### config.mk
export PLATFORM = sky130hd
export DESIGN_NAME = bcd10c_to_bin_seq
export DESIGN_NICKNAME = d
export VERILOG_FILES = /design/src/rtl/bcd_conv_pkg.sv /design/src/rtl/bcd_digit_mac.sv /design/src/rtl/bcd10c_to_bin_seq.sv
export SDC_FILE = /design/constraint.sdc
export NUM_CORES = 1
export LEC_CHECK = 0
export BUFFER_PORTS_ARGS = -buffer_cell sky130_fd_sc_hd__buf_2
export CORE_UTILIZATION = 55
export DETAILED_ROUTE_END_ITERATION = 7
export PLACE_DENSITY_LB_ADDON = 0.15
export SYNTH_ARGS = -nofsm -noshare
export SYNTH_HDL_FRONTEND = slang
export SYNTH_SLANG_ARGS = --single-unit
### constraint.sdc
create_clock -name clock -period 2.3 [get_ports clock]
set_input_delay 0.46 -clock clock [delete_from_list [all_inputs] [get_ports clock]]
set_output_delay 0.46 -clock clock [all_outputs]
set_load 0.1 [all_outputs]
### src/rtl/bcd_conv_pkg.sv
// Shared types and elaboration-time helpers for the ten's-complement BCD to binary converter.
package bcd_conv_pkg;

  typedef enum logic [1:0] {
    IDLE = 2'd0,
    ACC  = 2'd1,
    FIX  = 2'd2,
    OUT  = 2'd3
  } conv_state_e;

  function automatic logic [63:0] pow10(input int n);
    logic [63:0] p;
    p = 64'd1;
    for (int i = 0; i < n; i++) begin
      p = (p << 3'd3) + (p << 3'd1);
    end
    return p;
  endfunction

  // Smallest W with 2^W >= 10^n10, i.e. 2^(W-1) >= 10^n10 / 2.
  function automatic int min_width(input int n10);
    logic [63:0] p;
    int          w;
    p = pow10(n10);
    w = 64;
    for (int i = 63; i >= 0; i--) begin
      if ((64'd1 << i) >= p) begin
        w = i;
      end
    end
    return w;
  endfunction

endpackage

### src/rtl/bcd_digit_mac.sv
// One multiply-by-ten accumulate step (acc*10 + digit, mod 2^W) with an invalid-digit flag.
module bcd_digit_mac #(
  parameter int W = 7
) (
  input  logic [W-1:0] acc_i,
  input  logic [3:0]   digit_i,
  output logic [W-1:0] acc_o,
  output logic         bad_o
);

  assign acc_o = (acc_i << 3'd3) + (acc_i << 3'd1) + {{(W-4){1'b0}}, digit_i};
  assign bad_o = (digit_i > 4'd9);

endmodule

### src/rtl/bcd10c_to_bin_seq.sv
// Digit-serial N10-digit ten's-complement BCD to W-bit two's-complement converter.
// Define BCD_CHECK_EN to flag digits above 9 on err and force A2 to zero for such operands.
module bcd10c_to_bin_seq
  import bcd_conv_pkg::*;
#(
  parameter int N10 = 2,
  parameter int W   = 7
) (
  input  logic            clock,
  input  logic            reset,
  input  logic            start,
  input  logic [4*N10-1:0] A10,
  output logic            ready,
  output logic            out_valid,
  input  logic            out_ready,
  output logic [W-1:0]    A2,
  output logic            err
);

  localparam int              DW       = 4 * N10;
  localparam int              CW       = (N10 > 1) ? $clog2(N10) : 1;
  localparam logic [CW-1:0]   CNT_LOAD = CW'(N10 - 1);
  localparam logic [CW-1:0]   CNT_ONE  = CW'(1);
  localparam logic [63:0]     POW_FULL = pow10(N10);
  localparam logic [W-1:0]    POW_W    = POW_FULL[W-1:0];
  localparam logic [3:0]      NEG_MIN  = 4'd5;

  if ((W < min_width(N10)) || (W > 64)) begin : g_width_check
    $error("bcd10c_to_bin_seq: W cannot hold every N10-digit ten's-complement value");
  end

  conv_state_e   state_q, state_d;
  logic [DW-1:0] sh_q, sh_d;
  logic [W-1:0]  acc_q, acc_d;
  logic [W-1:0]  a2_q, a2_d;
  logic [CW-1:0] cnt_q, cnt_d;
  logic          neg_q, neg_d;
  logic          bad_q, bad_d;
  logic          err_q, err_d;
  logic          ready_q, ready_d;
  logic          valid_q, valid_d;

  logic [3:0]    digit_s;
  logic [W-1:0]  mac_s;
  logic [W-1:0]  fix_s;
  logic          dig_bad_s;

  assign digit_s = sh_q[DW-1 -: 4];
  assign fix_s   = neg_q ? (acc_q - POW_W) : acc_q;

  bcd_digit_mac #(.W(W)) u_mac (
    .acc_i   (acc_q),
    .digit_i (digit_s),
    .acc_o   (mac_s),
    .bad_o   (dig_bad_s)
  );

`ifndef BCD_CHECK_EN
  logic unused_bad_s;
  assign unused_bad_s = bad_q;
`endif

  // Next-state and datapath: ready/out_valid are decoded from the next state so they register cleanly.
  always_comb begin
    state_d = state_q;
    sh_d    = sh_q;
    acc_d   = acc_q;
    a2_d    = a2_q;
    cnt_d   = cnt_q;
    neg_d   = neg_q;
    bad_d   = bad_q;
    err_d   = err_q;
    case (state_q)
      IDLE: begin
        if (start) begin
          sh_d    = A10;
          acc_d   = {W{1'b0}};
          cnt_d   = CNT_LOAD;
          neg_d   = (A10[DW-1 -: 4] >= NEG_MIN);
          bad_d   = 1'b0;
          state_d = ACC;
        end else begin
          state_d = IDLE;
        end
      end
      ACC: begin
        acc_d = mac_s;
        sh_d  = sh_q << 4'd4;
        bad_d = bad_q | dig_bad_s;
        if (cnt_q == {CW{1'b0}}) begin
          state_d = FIX;
        end else begin
          cnt_d   = cnt_q - CNT_ONE;
          state_d = ACC;
        end
      end
      FIX: begin
`ifdef BCD_CHECK_EN
        if (bad_q) begin
          a2_d  = {W{1'b0}};
          err_d = 1'b1;
        end else begin
          a2_d  = fix_s;
          err_d = 1'b0;
        end
`else
        a2_d  = fix_s;
        err_d = 1'b0;
`endif
        state_d = OUT;
      end
      OUT: begin
        if (out_ready) begin
          state_d = IDLE;
        end else begin
          state_d = OUT;
        end
      end
      default: begin
        state_d = IDLE;
      end
    endcase
    ready_d = (state_d == IDLE);
    valid_d = (state_d == OUT);
  end

  // State and output registers with synchronous reset.
  always_ff @(posedge clock) begin
    if (reset) begin
      state_q <= IDLE;
      sh_q    <= {DW{1'b0}};
      acc_q   <= {W{1'b0}};
      a2_q    <= {W{1'b0}};
      cnt_q   <= {CW{1'b0}};
      neg_q   <= 1'b0;
      bad_q   <= 1'b0;
      err_q   <= 1'b0;
      ready_q <= 1'b1;
      valid_q <= 1'b0;
    end else begin
      state_q <= state_d;
      sh_q    <= sh_d;
      acc_q   <= acc_d;
      a2_q    <= a2_d;
      cnt_q   <= cnt_d;
      neg_q   <= neg_d;
      bad_q   <= bad_d;
      err_q   <= err_d;
      ready_q <= ready_d;
      valid_q <= valid_d;
    end
  end

  assign ready     = ready_q;
  assign out_valid = valid_q;
  assign A2        = a2_q;
  assign err       = err_q;

endmodule

# Yosys cells after proc, flatten, opt, wreduce, memory -nomap -nowiden
# Cells that the tools add are included.
# totals
ff_bits	28
in_bits	12
out_inout_bits	10
elab_cells	35
# classes
n_addsub	4
n_lt_le_gt_ge	1
eq_ne	5
mux	12
n_reduce_logical	5
# op_table
op	count
$pmux 8 s2	1
$mux 7	2
$pmux 7 s2	1
$mux 8	1
$pmux 2 s4	1
$add 7x4->7	1
$add 7x7->7	1
$sub 7x7->7 const B	1
$eq 2x2->1 const B	3
$ge 4x3->1 const B	1
$logic_not 2->1	2
$mux 2	2
$reduce_and 2->1	2
$mux 1	3
$eq 2x1->1 const B	1
$ne 2x2->1 const B	1
$pmux 1 s2	1
$reduce_bool 2->1	1
$sub 1x1->1 const B	1

# Longest topological paths before layout
# logic_depth
depth_word	3
ltp_mapped	7
ltp_nobuf	7

# Modules after synthesis
# Synthesis repeated with hierarchy kept, for this count alone.
# hier_totals
hier_cells	164
area_unflattened_um2	1465.2
# modules_own_cells
module	instances	cells_per_inst	area_each_um2	seq_area_each_um2
bcd10c_to_bin_seq	1	138	1218.7	560.5
bcd_digit_mac	1	26	246.5	0.0

# Least setup slack after synthesis
# OpenSTA, ideal clock, no wires.
# synth_timing
path_kind	flip-flop to flip-flop
start	register acc_q[2]
end	register acc_q[5]
setup_ns	0.079
t_arrival_ns	1.913
required_time_ns	2.221
path_slack_ns	0.309
path_stages_with_launch	8
path_buffers	0
period_less_slack_ns	1.991
path_cell_list	dfxtp_1 > inv_1 > fa_1 > inv_1 > ha_1 > a21o_1 > a2111o_1 > o211ai_1
# synth_between
elab_chain_cells	3
# synth_rtl
element	line	rtl
start, declared	bcd10c_to_bin_seq.sv:34	logic [W-1:0] acc_q, acc_d;
start signal, assigned	bcd10c_to_bin_seq.sv:132	acc_q <= {W{1'b0}};
$add 7x7->7	bcd_digit_mac.sv:11	assign acc_o = (acc_i << 3'd3) + (acc_i << 3'd1) + {{(W-4){1'b0}}, digit_i};
$add 7x4->7	bcd_digit_mac.sv:11	
$pmux 7 s2	bcd10c_to_bin_seq.sv:73	case (state_q)
# Every way passes these cells.
# A chain may end at the register's enable or synchronous reset.

# Final worst setup path
# Ends and elaborated chain as after synthesis.

==> impl_summary.log <==
INFO  metric result_of_the_run = completed
INFO  metric finalNonFillerCells = 200
INFO  metric floorplan.die.height = about 53 um
INFO  metric critPathCaptureType = flip-flop
INFO  metric postSynthCellCount = about 160
INFO  metric hold_buffers = 0
INFO  metric critPathTopFamily = adder cells
INFO  metric post_drt_via_cell_ratio = 5.72
INFO  metric synth_area = 1440 um^2
INFO  metric synthDominantCellAreaShare = 0.389
INFO  metric detail_route.wl_per_cell = 13.2 um
INFO  metric critPathArrivalTime = 2.40 ns
INFO  metric slowest_delay = roughly 0.48 ns
INFO  metric setup_repair_after_global_routing_missed_its_margin = false
INFO  metric yosys_register_bits = 28
INFO  metric grt_antenna_before_repair = 0
INFO  metric synth_area_leaders = sky130_fd_sc_hd__dfxtp_1 39%, sky130_fd_sc_hd__ha_1 7.8%, sky130_fd_sc_hd__nor2_1 5.0%
INFO  metric place.port_buffers = 20
INFO  metric total_leakage_power = a little under 0.7 nW
INFO  metric met2_wirelength = 1300 um
INFO  metric critPathSlowestCell = sky130_fd_sc_hd__fa_1
INFO  metric topRoutingLayerUsed = met4
INFO  metric min_period_over_period = 0.933
INFO  metric yosys_warns = 0
INFO  metric clk_path_buf_depth = 2
INFO  metric cp-start-kind = flip-flop
INFO  metric synth.net_count = between 150 and 200
INFO  metric grt-ovfl-total = 0
INFO  metric core-area = 2480 um^2
INFO  metric cts_tree = built
INFO  metric critical_path_class = flip-flop to flip-flop
INFO  metric wl = 2630 um
INFO  metric placedInstanceArea = 1520 um^2
INFO  metric final_area = 1550 um^2
INFO  metric gp_congestion = 0.861
INFO  metric critical_path_required = 2.56 ns
INFO  metric crit_top_cell = sky130_fd_sc_hd__inv_1
INFO  metric grt_util_all_layers = 0.208
INFO  metric placementRows = 18
INFO  metric post_cts.resized_instances = 0
INFO  metric dp.final_hpwl = roughly 1900 um
INFO  metric post-cts-setup-buffers = 0
INFO  metric clock_root_buffer_master = sky130_fd_sc_hd__clkbuf_4
INFO  metric crit_fanout = 5
INFO  metric remaining_drc_errors = 0
INFO  metric vias = 1144
INFO  metric design.final.nets = around 190
INFO  metric path_buf_inv = 2
INFO  metric clkLatencyLatePin = 0.32 ns
INFO  metric drtIter0Drc = 32
INFO  metric hold_violations = 0
INFO  metric placed_cells = 196
INFO  metric peakVddDrop = 560 uV
INFO  metric first_pass_iteration_count_of_the_detailed_router = 4
INFO  metric final_design_utilization = 0.626
INFO  metric drive_above_1_share = 0.182
INFO  metric cts.sinks = 28
INFO  metric grt_pass1_vias = 932
INFO  metric cts.reportedPaths.clkPinSlew = about 0.15 ns
INFO  metric worst_slew_margin_rel = 0.627
INFO  metric numCtsBuffers = 3
INFO  metric met3WireLength = 77 um
INFO  metric antenna_left = 0
INFO  metric initial_core_util = 0.581
INFO  metric timing.hold.worst.class = input pin to flip-flop
INFO  metric post-synth-top-area-cell = sky130_fd_sc_hd__dfxtp_1
INFO  metric clock.fmax = around 470 MHz
INFO  metric antennaDiodeCount = 0
INFO  metric fill_cells = 217
INFO  metric timing.setup.tns = 0 ns
INFO  metric fp.dieW = between 50 and 60 um
INFO  metric timing.max_cap.violations = 0
INFO  metric post_synthesis_to_final_layout_area_growth = 7.73%
INFO  metric timing.final.setup_violations = 0
INFO  metric grt_pass1_wl = 4240 um
INFO  metric syn-mean-instance-area = 9.29 um^2
INFO  metric fin_worst_skew = between 0.004 and 0.005 ns
INFO  metric crit_chain = inv_1 > fa_1 > inv_1 > ha_1 > a21o_1 > a2111o_1 > o211ai_1
INFO  metric h-tree-depth = 1
INFO  metric detail_route.wirelength.met1 = 1230 um
INFO  metric timing_max_transition_violations_final = 0
INFO  metric finalCriticalPeriod = 2.15 ns
INFO  metric yosys.cell_types.count = 45
INFO  metric fp.dieArea = 2830 um^2
INFO  metric num_io_pins = 22
INFO  metric worstMarginPinSlew = 0.560 ns
INFO  metric pin_count_of_the_biggest_net_entering_global_routing = 33
INFO  metric synth_seq_area_share = 0.389
INFO  metric power.density_cell_area = between 700 and 800 nW/um^2
## worst register-to-register path, delay by kind of cell, from the launching register on
family                     cells  cell delay [ns]
AOI/OAI and AO/OA              3             0.69
DFF                            1             0.45
buffers and inverters          2             0.18
adders and majority gates      2             0.77
## path summary, 6_finish.rpt
kind,start,endpoint,slack (ns),cells past startpoint
max reg2reg,acc_q[2]$_SDFFE_PP0P_,acc_q[5]$_SDFFE_PP0P_,0.15,7
max,acc_q[2]$_SDFFE_PP0P_,acc_q[5]$_SDFFE_PP0P_,0.15,7
min reg2reg,sh_q[4]$_SDFFE_PP0P_,acc_q[0]$_SDFFE_PP0P_,0.48,2
min,A10[3],sh_q[3]$_SDFFE_PP0P_,0.36,3
## state kept, by name, summed over array words and instances (netlist names)
name	cells
neg_q	1
state_q	2
acc_q	7
cnt_q	1
sh_q	8
A2	7
out_valid	1
ready	1
## final cells by class
cell class                      count  area, um^2  share of cell area
Sequential cell                    28         561               0.361
Timing Repair Buffer               21         108              0.0694
Tap cell                           30        37.5              0.0242
Clock buffer                        4        36.3              0.0234
Inverter                            6        22.5              0.0145
Multi-Input combinational cell    111         787               0.507
## layout by cell type (no fill, tap or decap), drive strengths merged, types with 2 or more instances in the layout
| master | Yosys | final |
|---|---|---|
| or3 | 2 | 2 |
| a211oi | 3 | 3 |
| xor2 | 3 | 3 |
| ha | 9 | 9 |
| nand2b | 3 | 3 |
| o21bai | 2 | 2 |
| a311oi | 4 | 4 |
| nand3 | 5 | 5 |
| buf | 10 | 21 |
| nor3 | 3 | 3 |
| clkbuf | 0 | 4 |
| mux2i | 3 | 3 |
| nor2b | 4 | 4 |
| nor3b | 2 | 2 |
| dfxtp | 28 | 28 |
| o211ai | 2 | 2 |
| a21oi | 8 | 8 |
| inv | 6 | 6 |
| fa | 2 | 2 |
| nor2 | 19 | 19 |
| a22oi | 5 | 5 |
| nand2 | 13 | 13 |
| o21ai | 3 | 3 |
## report_power, final
group          total (mW)  internal [mW]  switching [mW]
Combinational       0.331          0.101           0.230
Sequential          0.567          0.530          0.0380
Clock               0.241         0.0968           0.144
## metrics by stage
stage	hold WS [ns]	setup WS, ns	total power [mW]
3_3_place_gp	0.442	0.268	0.904
3_5_place_dp	0.457	0.187	0.912
4_1_cts	0.360	0.140	1.15
2_1_floorplan	0.432	0.309	0.863
6_report	0.362	0.153	1.14
5_1_grt	0.381	0.0147	1.20
## cells in the mapped netlist (all sizes together)
library cell  number
dfxtp             28
xor3               1
a22oi              5
o21a               1
xor2               3
a21oi              8
a2111oi            1
mux2i              3
fa                 2
nand3              5
o21ba              1
buf               10
ha                 9
a21o               1
o31ai              1
nor2b              4
a211o              1
a2111o             1
nand3b             1
nor3               3
and4b              1
and2b              1
o21bai             2
o211ai             2
or3                2
conb               1
a311oi             4
inv                6
or3b               1
nand2b             3
a211oi             3
o21ai              3
nor3b              2
nor4               1
xnor2              1
nor2              19
a21bo              1
nand2             13
## per-layer routing
layer  global-route usage  up-vias
li1                     -      572
met2                0.344       23
met5                    0        -
met4               0.0658        0
met1                0.280      545
met3               0.0259        4
## cell families (layout without fill, tap and decap cells)
group,after synthesis,count (layout),synth area share
XOR/XNOR,5,5,0.0408
AND/OR/NAND/NOR,56,56,0.197
multiplexers,3,3,0.0209
flip-flops,28,28,0.389
AO/OA/AOI/OAI,35,35,0.179
other,1,1,0.00260
buffers and inverters,16,31,0.0643
adder cells (fa/ha/maj),11,11,0.106
No activity file was read; power rests on OpenSTA's default activity.
